### src/rtl/uart_rx.sv
`default_nettype none
// ============================================================================
// Module   : uart_rx
// Purpose  : 8N1 UART receiver. Oversamples rx at clk (CLKS_PER_BIT clocks
//            per bit), centre-samples each bit, and presents every correctly
//            framed byte on rx_reg with a one-cycle rx_done strobe. A stop
//            bit sampled low gives a one-cycle frame_err strobe instead.
// Ports    : clk       - system clock, all logic on posedge
//            rst       - asynchronous active-high reset
//            rx        - serial line from the pin (asynchronous, idles high)
//            rx_reg    - last correctly framed byte
//            rx_done   - pulse: rx_reg updated this cycle
//            rx_busy   - high while a frame is in START/DATA/STOP
//            frame_err - pulse: stop bit sampled low
// Revision : 1.0 - initial release
// ============================================================================
module uart_rx #(
    parameter int CLKS_PER_BIT = 16
) (
    input  logic       clk,
    input  logic       rst,
    input  logic       rx,
    output logic [7:0] rx_reg,
    output logic       rx_done,
    output logic       rx_busy,
    output logic       frame_err
);

    localparam int c_cnt_w = $clog2(CLKS_PER_BIT);

    localparam logic [c_cnt_w-1:0] c_half_last = c_cnt_w'(CLKS_PER_BIT / 2 - 1);
    localparam logic [c_cnt_w-1:0] c_bit_last  = c_cnt_w'(CLKS_PER_BIT - 1);
    localparam logic [c_cnt_w-1:0] c_cnt_zero  = '0;
    localparam logic [c_cnt_w-1:0] c_cnt_one   = c_cnt_w'(1);

    localparam logic [2:0] c_st_wait_high = 3'd0;
    localparam logic [2:0] c_st_idle      = 3'd1;
    localparam logic [2:0] c_st_start     = 3'd2;
    localparam logic [2:0] c_st_data      = 3'd3;
    localparam logic [2:0] c_st_stop      = 3'd4;

    logic [1:0]         r_sync;
    logic [2:0]         r_state;
    logic [c_cnt_w-1:0] r_cnt;
    logic [2:0]         r_bit_idx;
    logic [7:0]         r_shift;
    logic [7:0]         r_rx_reg;
    logic               r_done;
    logic               r_busy;
    logic               r_ferr;

    logic               w_rx_s;
    logic [2:0]         w_state_next;
    logic [c_cnt_w-1:0] w_cnt_next;
    logic [2:0]         w_bit_idx_next;
    logic [7:0]         w_shift_next;
    logic [7:0]         w_rx_reg_next;
    logic               w_done_next;
    logic               w_busy_next;
    logic               w_ferr_next;

    assign w_rx_s = r_sync[1];

    // State and datapath registers
    always_ff @(posedge clk or posedge rst) begin
        if (rst) begin
            r_sync    <= 2'b00;
            r_state   <= c_st_wait_high;
            r_cnt     <= c_cnt_zero;
            r_bit_idx <= 3'd0;
            r_shift   <= 8'h00;
            r_rx_reg  <= 8'h00;
            r_done    <= 1'b0;
            r_busy    <= 1'b0;
            r_ferr    <= 1'b0;
        end else begin
            r_sync    <= {r_sync[0], rx};
            r_state   <= w_state_next;
            r_cnt     <= w_cnt_next;
            r_bit_idx <= w_bit_idx_next;
            r_shift   <= w_shift_next;
            r_rx_reg  <= w_rx_reg_next;
            r_done    <= w_done_next;
            r_busy    <= w_busy_next;
            r_ferr    <= w_ferr_next;
        end
    end

    // Next-state and next-output logic
    always_comb begin
        w_state_next   = r_state;
        w_cnt_next     = r_cnt + c_cnt_one;
        w_bit_idx_next = r_bit_idx;
        w_shift_next   = r_shift;
        w_rx_reg_next  = r_rx_reg;
        w_done_next    = 1'b0;
        w_ferr_next    = 1'b0;

        case (r_state)
            c_st_wait_high: begin
                w_cnt_next = c_cnt_zero;
                if (w_rx_s) begin
                    w_state_next = c_st_idle;
                end
            end

            c_st_idle: begin
                w_cnt_next = c_cnt_zero;
                if (!w_rx_s) begin
                    // The cycle that sees the falling edge is sample 0 of the
                    // start bit, so counting resumes at 1 from here.
                    w_state_next = c_st_start;
                    w_cnt_next   = c_cnt_one;
                end
            end

            c_st_start: begin
                if (r_cnt == c_half_last) begin
                    w_cnt_next     = c_cnt_zero;
                    w_bit_idx_next = 3'd0;
                    // Still low at mid-bit: a real start bit; else a glitch.
                    w_state_next   = w_rx_s ? c_st_idle : c_st_data;
                end
            end

            c_st_data: begin
                if (r_cnt == c_bit_last) begin
                    w_cnt_next     = c_cnt_zero;
                    w_shift_next   = {w_rx_s, r_shift[7:1]};
                    w_bit_idx_next = r_bit_idx + 3'd1;
                    if (r_bit_idx == 3'd7) begin
                        w_state_next = c_st_stop;
                    end
                end
            end

            c_st_stop: begin
                if (r_cnt == c_bit_last) begin
                    w_cnt_next = c_cnt_zero;
                    if (w_rx_s) begin
                        w_rx_reg_next = r_shift;
                        w_done_next   = 1'b1;
                        w_state_next  = c_st_idle;
                    end else begin
                        // Line may be in break; wait for it to return high.
                        w_ferr_next  = 1'b1;
                        w_state_next = c_st_wait_high;
                    end
                end
            end

            default: begin
                w_cnt_next   = c_cnt_zero;
                w_state_next = c_st_wait_high;
            end
        endcase

        w_busy_next = (w_state_next == c_st_start) ||
                      (w_state_next == c_st_data)  ||
                      (w_state_next == c_st_stop);
    end

    assign rx_reg    = r_rx_reg;
    assign rx_done   = r_done;
    assign rx_busy   = r_busy;
    assign frame_err = r_ferr;

endmodule
`default_nettype wire

### config.mk
export PLATFORM = sky130hd
export DESIGN_NAME = uart_rx
export DESIGN_NICKNAME = d
export VERILOG_FILES = /design/src/rtl/uart_rx.sv
export SDC_FILE = /design/constraint.sdc
export NUM_CORES = 1
export LEC_CHECK = 0
export ABC_AREA = 1
export CAP_MARGIN = 20
export CORE_UTILIZATION = 49
export DETAILED_ROUTE_END_ITERATION = 8
export GPL_ROUTABILITY_DRIVEN = 0
export PLACE_DENSITY = 0.84
export SETUP_SLACK_MARGIN = 0.02
export SYNTH_ARGS = -nofsm -noshare
export SYNTH_HDL_FRONTEND = slang
export SYNTH_SLANG_ARGS = --single-unit
### constraint.sdc
create_clock -name clk -period 1.4 [get_ports clk]
set_clock_uncertainty 0.05 [all_clocks]
set_input_delay 0.21 -clock clk [delete_from_list [all_inputs] [get_ports clk]]
set_output_delay 0.21 -clock clk [all_outputs]
set_load 0.005 [all_outputs]
Word level (Yosys, flattened, before mapping)
Index checks and enable logic that the tools add are counted.
{"block": "classes", "mux": 22, "n_eq_ne": 12, "n_reduce_logical": 8, "n_addsub": 2}
{"operator": "$mux W3", "n": 8}
{"operator": "$pmux W3 S5", "n": 1}
{"operator": "$eq A3 B2 Y1 const B", "n": 4}
{"operator": "$pmux W4 S3", "n": 1}
{"operator": "$eq A3 B3 Y1 const B", "n": 3}
{"operator": "$mux W1", "n": 8}
{"operator": "$mux W4", "n": 2}
{"operator": "$pmux W3 S2", "n": 1}
{"operator": "$reduce_and A3 Y1", "n": 2}
{"operator": "$add A4 B1 Y4 const B", "n": 1}
{"operator": "$eq A4 B3 Y1 const B", "n": 1}
{"operator": "$eq A4 B4 Y1 const B", "n": 1}
{"operator": "$ne A2 B2 Y1 const B", "n": 2}
{"operator": "$add A3 B1 Y3 const B", "n": 1}
{"operator": "$eq A3 B1 Y1 const B", "n": 1}
{"operator": "$logic_not A3 Y1", "n": 1}
{"operator": "$logic_or A1 B1 Y1", "n": 2}
{"operator": "$mux W2", "n": 1}
{"operator": "$reduce_and A2 Y1", "n": 1}
{"operator": "$reduce_bool A2 Y1", "n": 1}
{"operator": "$reduce_or A2 Y1", "n": 1}
{"block": "word_totals", "wordCells": 53, "register_bits": 31, "output_inout_bits": 11, "in_bits": 3}

Logic depth before layout (Yosys ltp)
{"block": "depth", "word_depth": 7, "mapped_depth": 7, "depth_no_buf": 7}

Least setup slack after synthesis
No wires, ideal clock.
{"block": "synth_timing", "path_type": "register to register", "startpoint": "reg r_cnt[0]", "endpoint": "reg r_state[0]", "path_stages_with_launch": 7, "n_path_buf": 1, "required_time_ns": 1.218, "t_arrival_ns": 1.169, "path_slack_ns": 0.049, "setup_time_ns": 0.132, "period_less_slack_ns": 1.351, "cell_sequence": "dfrtp_1 > ha_1 > nand3_4 > clkinv_4 > nand3_4 > buf_6 > nand4_1"}
{"block": "synth_between", "elab_chain_cells": 3, "word_cells_on_any_way": 6, "classes_between": "eq/ne (2); mux (4)"}
{"item": "start: declaration", "line": "44", "source": "logic [c_cnt_w-1:0] r_cnt;"}
{"item": "start signal: assignment", "line": "69", "source": "r_cnt <= c_cnt_zero;"}
{"item": "start signal: assignment", "line": "79", "source": "r_cnt <= w_cnt_next;"}
{"item": "$eq A4 B4 Y1 / $eq A4 B3 Y1 (equally long branches)", "line": "127, 138, 118"}
{"item": "$mux W3, on equally long branches", "line": "138, 118, 127"}
{"item": "$pmux W3 S5 (*)", "line": "99", "source": "case (r_state)"}
{"item": "named net w_state_next[0]", "line": "53", "source": "logic [2:0] w_state_next;"}
{"item": "end signal: assignment", "line": "68", "source": "r_state <= c_st_wait_high;"}
{"item": "end signal: assignment", "line": "78", "source": "r_state <= w_state_next;"}
{"item": "end: declaration", "line": "43", "source": "logic [2:0] r_state;"}
The timed path passes the listed nets; every way through them passes the cells marked *.
A chain may end at the register's enable or synchronous reset.

Worst setup path after layout
{"block": "layout_timing", "startpoint": "reg r_state[2]", "endpoint": "reg r_busy (netlist: rx_busy)"}
{"block": "layout_between", "elab_chain_cells": 6, "word_cells_on_any_way": 17, "classes_between": "eq/ne (7); mux (7); reduce/logical (3)"}
{"item": "$mux W3", "line": "131", "source": "if (r_bit_idx == 3'd7) begin"}
{"item": "$mux W3", "line": "127", "source": "if (r_cnt == c_bit_last) begin"}
{"item": "$pmux W3 S5 (*)", "line": "99"}
{"item": "$eq A3 B2 Y1, on equally long branches", "line": "158, 159"}
{"item": "$logic_or A1 B1 Y1", "line": "158", "source": "w_busy_next = (w_state_next == c_st_start) ||"}
{"item": "$logic_or A1 B1 Y1 (*)", "line": "159", "source": "(w_state_next == c_st_data) ||"}
{"item": "named net w_busy_next", "line": "59", "source": "logic w_busy_next;"}
{"item": "end signal: assignment", "line": "84", "source": "r_busy <= w_busy_next;"}
{"item": "end: declaration", "line": "49", "source": "logic r_busy;"}
Marks and branches as above.

==> impl_metrics.yaml <==
sta:
  slew_viol_final: 0
  fin_crit_sh: 0.984
  hold_viol: 0
  layout_min_cycle_time_ns: 1.38
  setup_viol: 0
  worst_slack_ns: 0.0218
  worst_slew_pin_slew_ns: 0.340
  max-slew-margin-rel: 0.773
  holdWs_ns: 0.157
  clock.fmax_ghz: 0.726
detailed_routing:
  drc: 0
  drt_iter0_drc: 71
  dr.pass1.iters: 5
  wirelength_um: 3030
  drtAntennaViolNets: 0
  via_count: 1112
  vias_per_cell: 5.45
  routedWlPerCell_um: 14.8
min_path:
  hp-class: "in2async"
worst_setup_path:
  arrival_ns: 1.60
  path_max_fanout: 3
  crit_required_ns: 1.62
  r2r-start: "r_state[2]$_DFF_PP0_"
  worstSetupPathType: "reg2reg"
  start_kind: "flip-flop"
  r2r_setup_slack_ns: 0.02
  cp-end-kind: "flip-flop"
  critPathLaunch: "r_state[2]$_DFF_PP0_"
layout:
  finish.utilization: 0.689
  nNetsFinal: 179
  fin_area_um2: 1750
  fillers: 195
  syn2layout_area_growth_pct: 30.1
  insertedDiodeCount: 0
  drive_gt1_frac: 0.287
die:
  die_w_um: 54.5
  rows: 18
  core_area_um2: 2540
  ios: 14
  die_h_um: 54.5
  die-area_um2: 2970
  start_util: 0.530
power_and_ir_drop:
  vdd_ir_drop_max_mv: 1.06
  seqPwrFrac: 0.476
  fin_total_pwr_mw: 2.25
  p_switching_uw: 783
  p_int_mw: 1.47
  swShare: 0.347
  p_leak_nw: 0.867
  combPwrFrac: 0.309
  power_density_nw_per_um2: 1290
  clkPwrFrac: 0.215
placement:
  placed_area_um2: 1550
  dp_hpwl_um: 1810
  io_buffers: 13
  post-place-ws_ns: -0.0399
yosys:
  synth_cell_type_count: 22
  synth_area_um2: 1350
  synthesis.nets: 143
  synth-seq-area-share: 0.575
  netlist_instances: 137
  yosysWarningCount: 0
  yosys_register_bits: 31
  syn_avg_cell_area_um2: 9.85
run:
  maxCapViolations: 0
clock_tree:
  cts_buffers: 5
  clock_tree.root_cell: "clkbuf_4"
  clock_path_buffers: 2
  path_clk_slew_ns: 0.09
  htreeDepth: 2
  clock_latency_ns: 0.33
  numClockSinks: 31
  cts_tree: "built"
global_route:
  grt_pass1_vias: 983
  grt_max_degree: 32
  antenna_found_initial: 0
  grt_overflow: 0
  grt_pass1_wl_um: 4170
  grt_usage: 0.212
outcome:
  status: "complete, no violations"
Yosys cell counts:
cell / n / area (um^2)
nand2_1: 32 / 120
dfrtp_1: 31 / 776
inv_1: 17 / 63.8
nand3_1: 11 / 55.1
o21ai_1: 9 / 45.0
o21ai_2: 7 / 61.3
nor2_1: 5 / 18.8
nand4_1: 4 / 25.0
a21oi_1: 3 / 15.0
ha_1: 3 / 37.5
buf_2: 2 / 10.0
nand2_2: 2 / 12.5
nand3_4: 2 / 35.0
a21boi_0: 1 / 7.51
buf_6: 1 / 11.3
clkinv_4: 1 / 8.76
nand3_2: 1 / 10.0
nand3b_1: 1 / 7.51
nor2_2: 1 / 6.26
nor3_1: 1 / 5.00
xnor2_1: 1 / 8.76
xor2_1: 1 / 8.76
final cells by class:
type / count / area, um^2 / area share
multi-input cells: 86 / 548 / 0.312
clock buffers: 7 / 45.0 / 0.0257
flip-flops and latches: 31 / 776 / 0.442
clock inverters: 1 / 5.00 / 0.00285
well taps: 30 / 37.5 / 0.0214
repair buffers: 31 / 268 / 0.153
inverters: 18 / 75.1 / 0.0428
per-stage QoR:
step | TNS, ns | instances
finish | 0 | 204
floorplan | 0 | 137
global placement | 0 | 183
detailed placement | -0.0429 | 183
global route | -0.145 | 204
CTS | 0 | 200
cell usage in the layout (no fill, tap or decap), types with 3 or more instances in the layout:
master,Yosys,routed
dfrtp_1,31,31
nand3_1,11,11
buf_4,0,16
dlygate4sd2_1,0,11
nor2_2,1,3
nand3_4,2,3
nand2_1,32,29
o21ai_2,7,7
clkbuf_4,0,5
o21ai_1,9,9
nand2_2,2,5
nand4_1,4,4
inv_1,17,16
path summary, 6_finish.rpt:
kind / depth (start not counted) / endpoint
min reg2reg: 0 / r_sync[1]$_DFF_PP0_
max reg2reg: 6 / rx_busy$_DFF_PP0_
max: 6 / rx_busy$_DFF_PP0_
min in group clk: 1 / r_sync[0]$_DFF_PP0_
min: 3 / r_bit_idx[1]$_DFFE_PP0P_
max in group asynchronous: 3 / frame_err$_DFF_PP0_
worst max-delay path, stage by stage, from the launching register on:
cell and delay, ns:
dfrtp_1 0.41, buf_4 0.15, nor2_1 0.19, nand2_1 0.09, a21oi_1 0.27, nor2_4 0.07, nand2_1 0.07
kinds of logic (layout without fill, tap and decap cells):
| group | after synthesis | in the layout | share of synthesized area |
|---|---|---|---|
| adders and majority gates | 3 | 3 | 0.0278 |
| DFF | 31 | 31 | 0.575 |
| AOI/OAI and AO/OA | 20 | 20 | 0.0955 |
| xor gates and xnor gates | 2 | 2 | 0.0130 |
| and+or+nand+nor | 60 | 61 | 0.219 |
| buffers and inverters | 21 | 57 | 0.0696 |
power by group through the flow:
stage          registers (mW)  clock network [mW]  logic (mW)
2_1_floorplan            1.07                   0       0.312
3_3_place_gp             1.06                   0       0.453
3_5_place_dp             1.07                   0       0.490
4_1_cts                  1.05               0.498       0.533
5_1_grt                  1.08               0.537       0.762
6_report                 1.07               0.485       0.697
what timing repair did:
item	4_1_cts	5_1_grt
gates resized for setup	13	16
setup endpoints to repair	19	22
cloned	0	1
setup buffers	9	3
pin swaps	1	7
hold buffers	0	0
layer usage:
layer | wire (um) | vias up | share of wire | track usage
met4 | 136 | 0 | 0.045 | 0.158
met5 | 0 | - | 0 | 0
met1 | 1250 | 525 | 0.41 | 0.230
met3 | 138 | 18 | 0.046 | 0.0722
met2 | 1500 | 50 | 0.50 | 0.339
li1 | - | 519 | - | -
(Power assumes the default switching activity.)
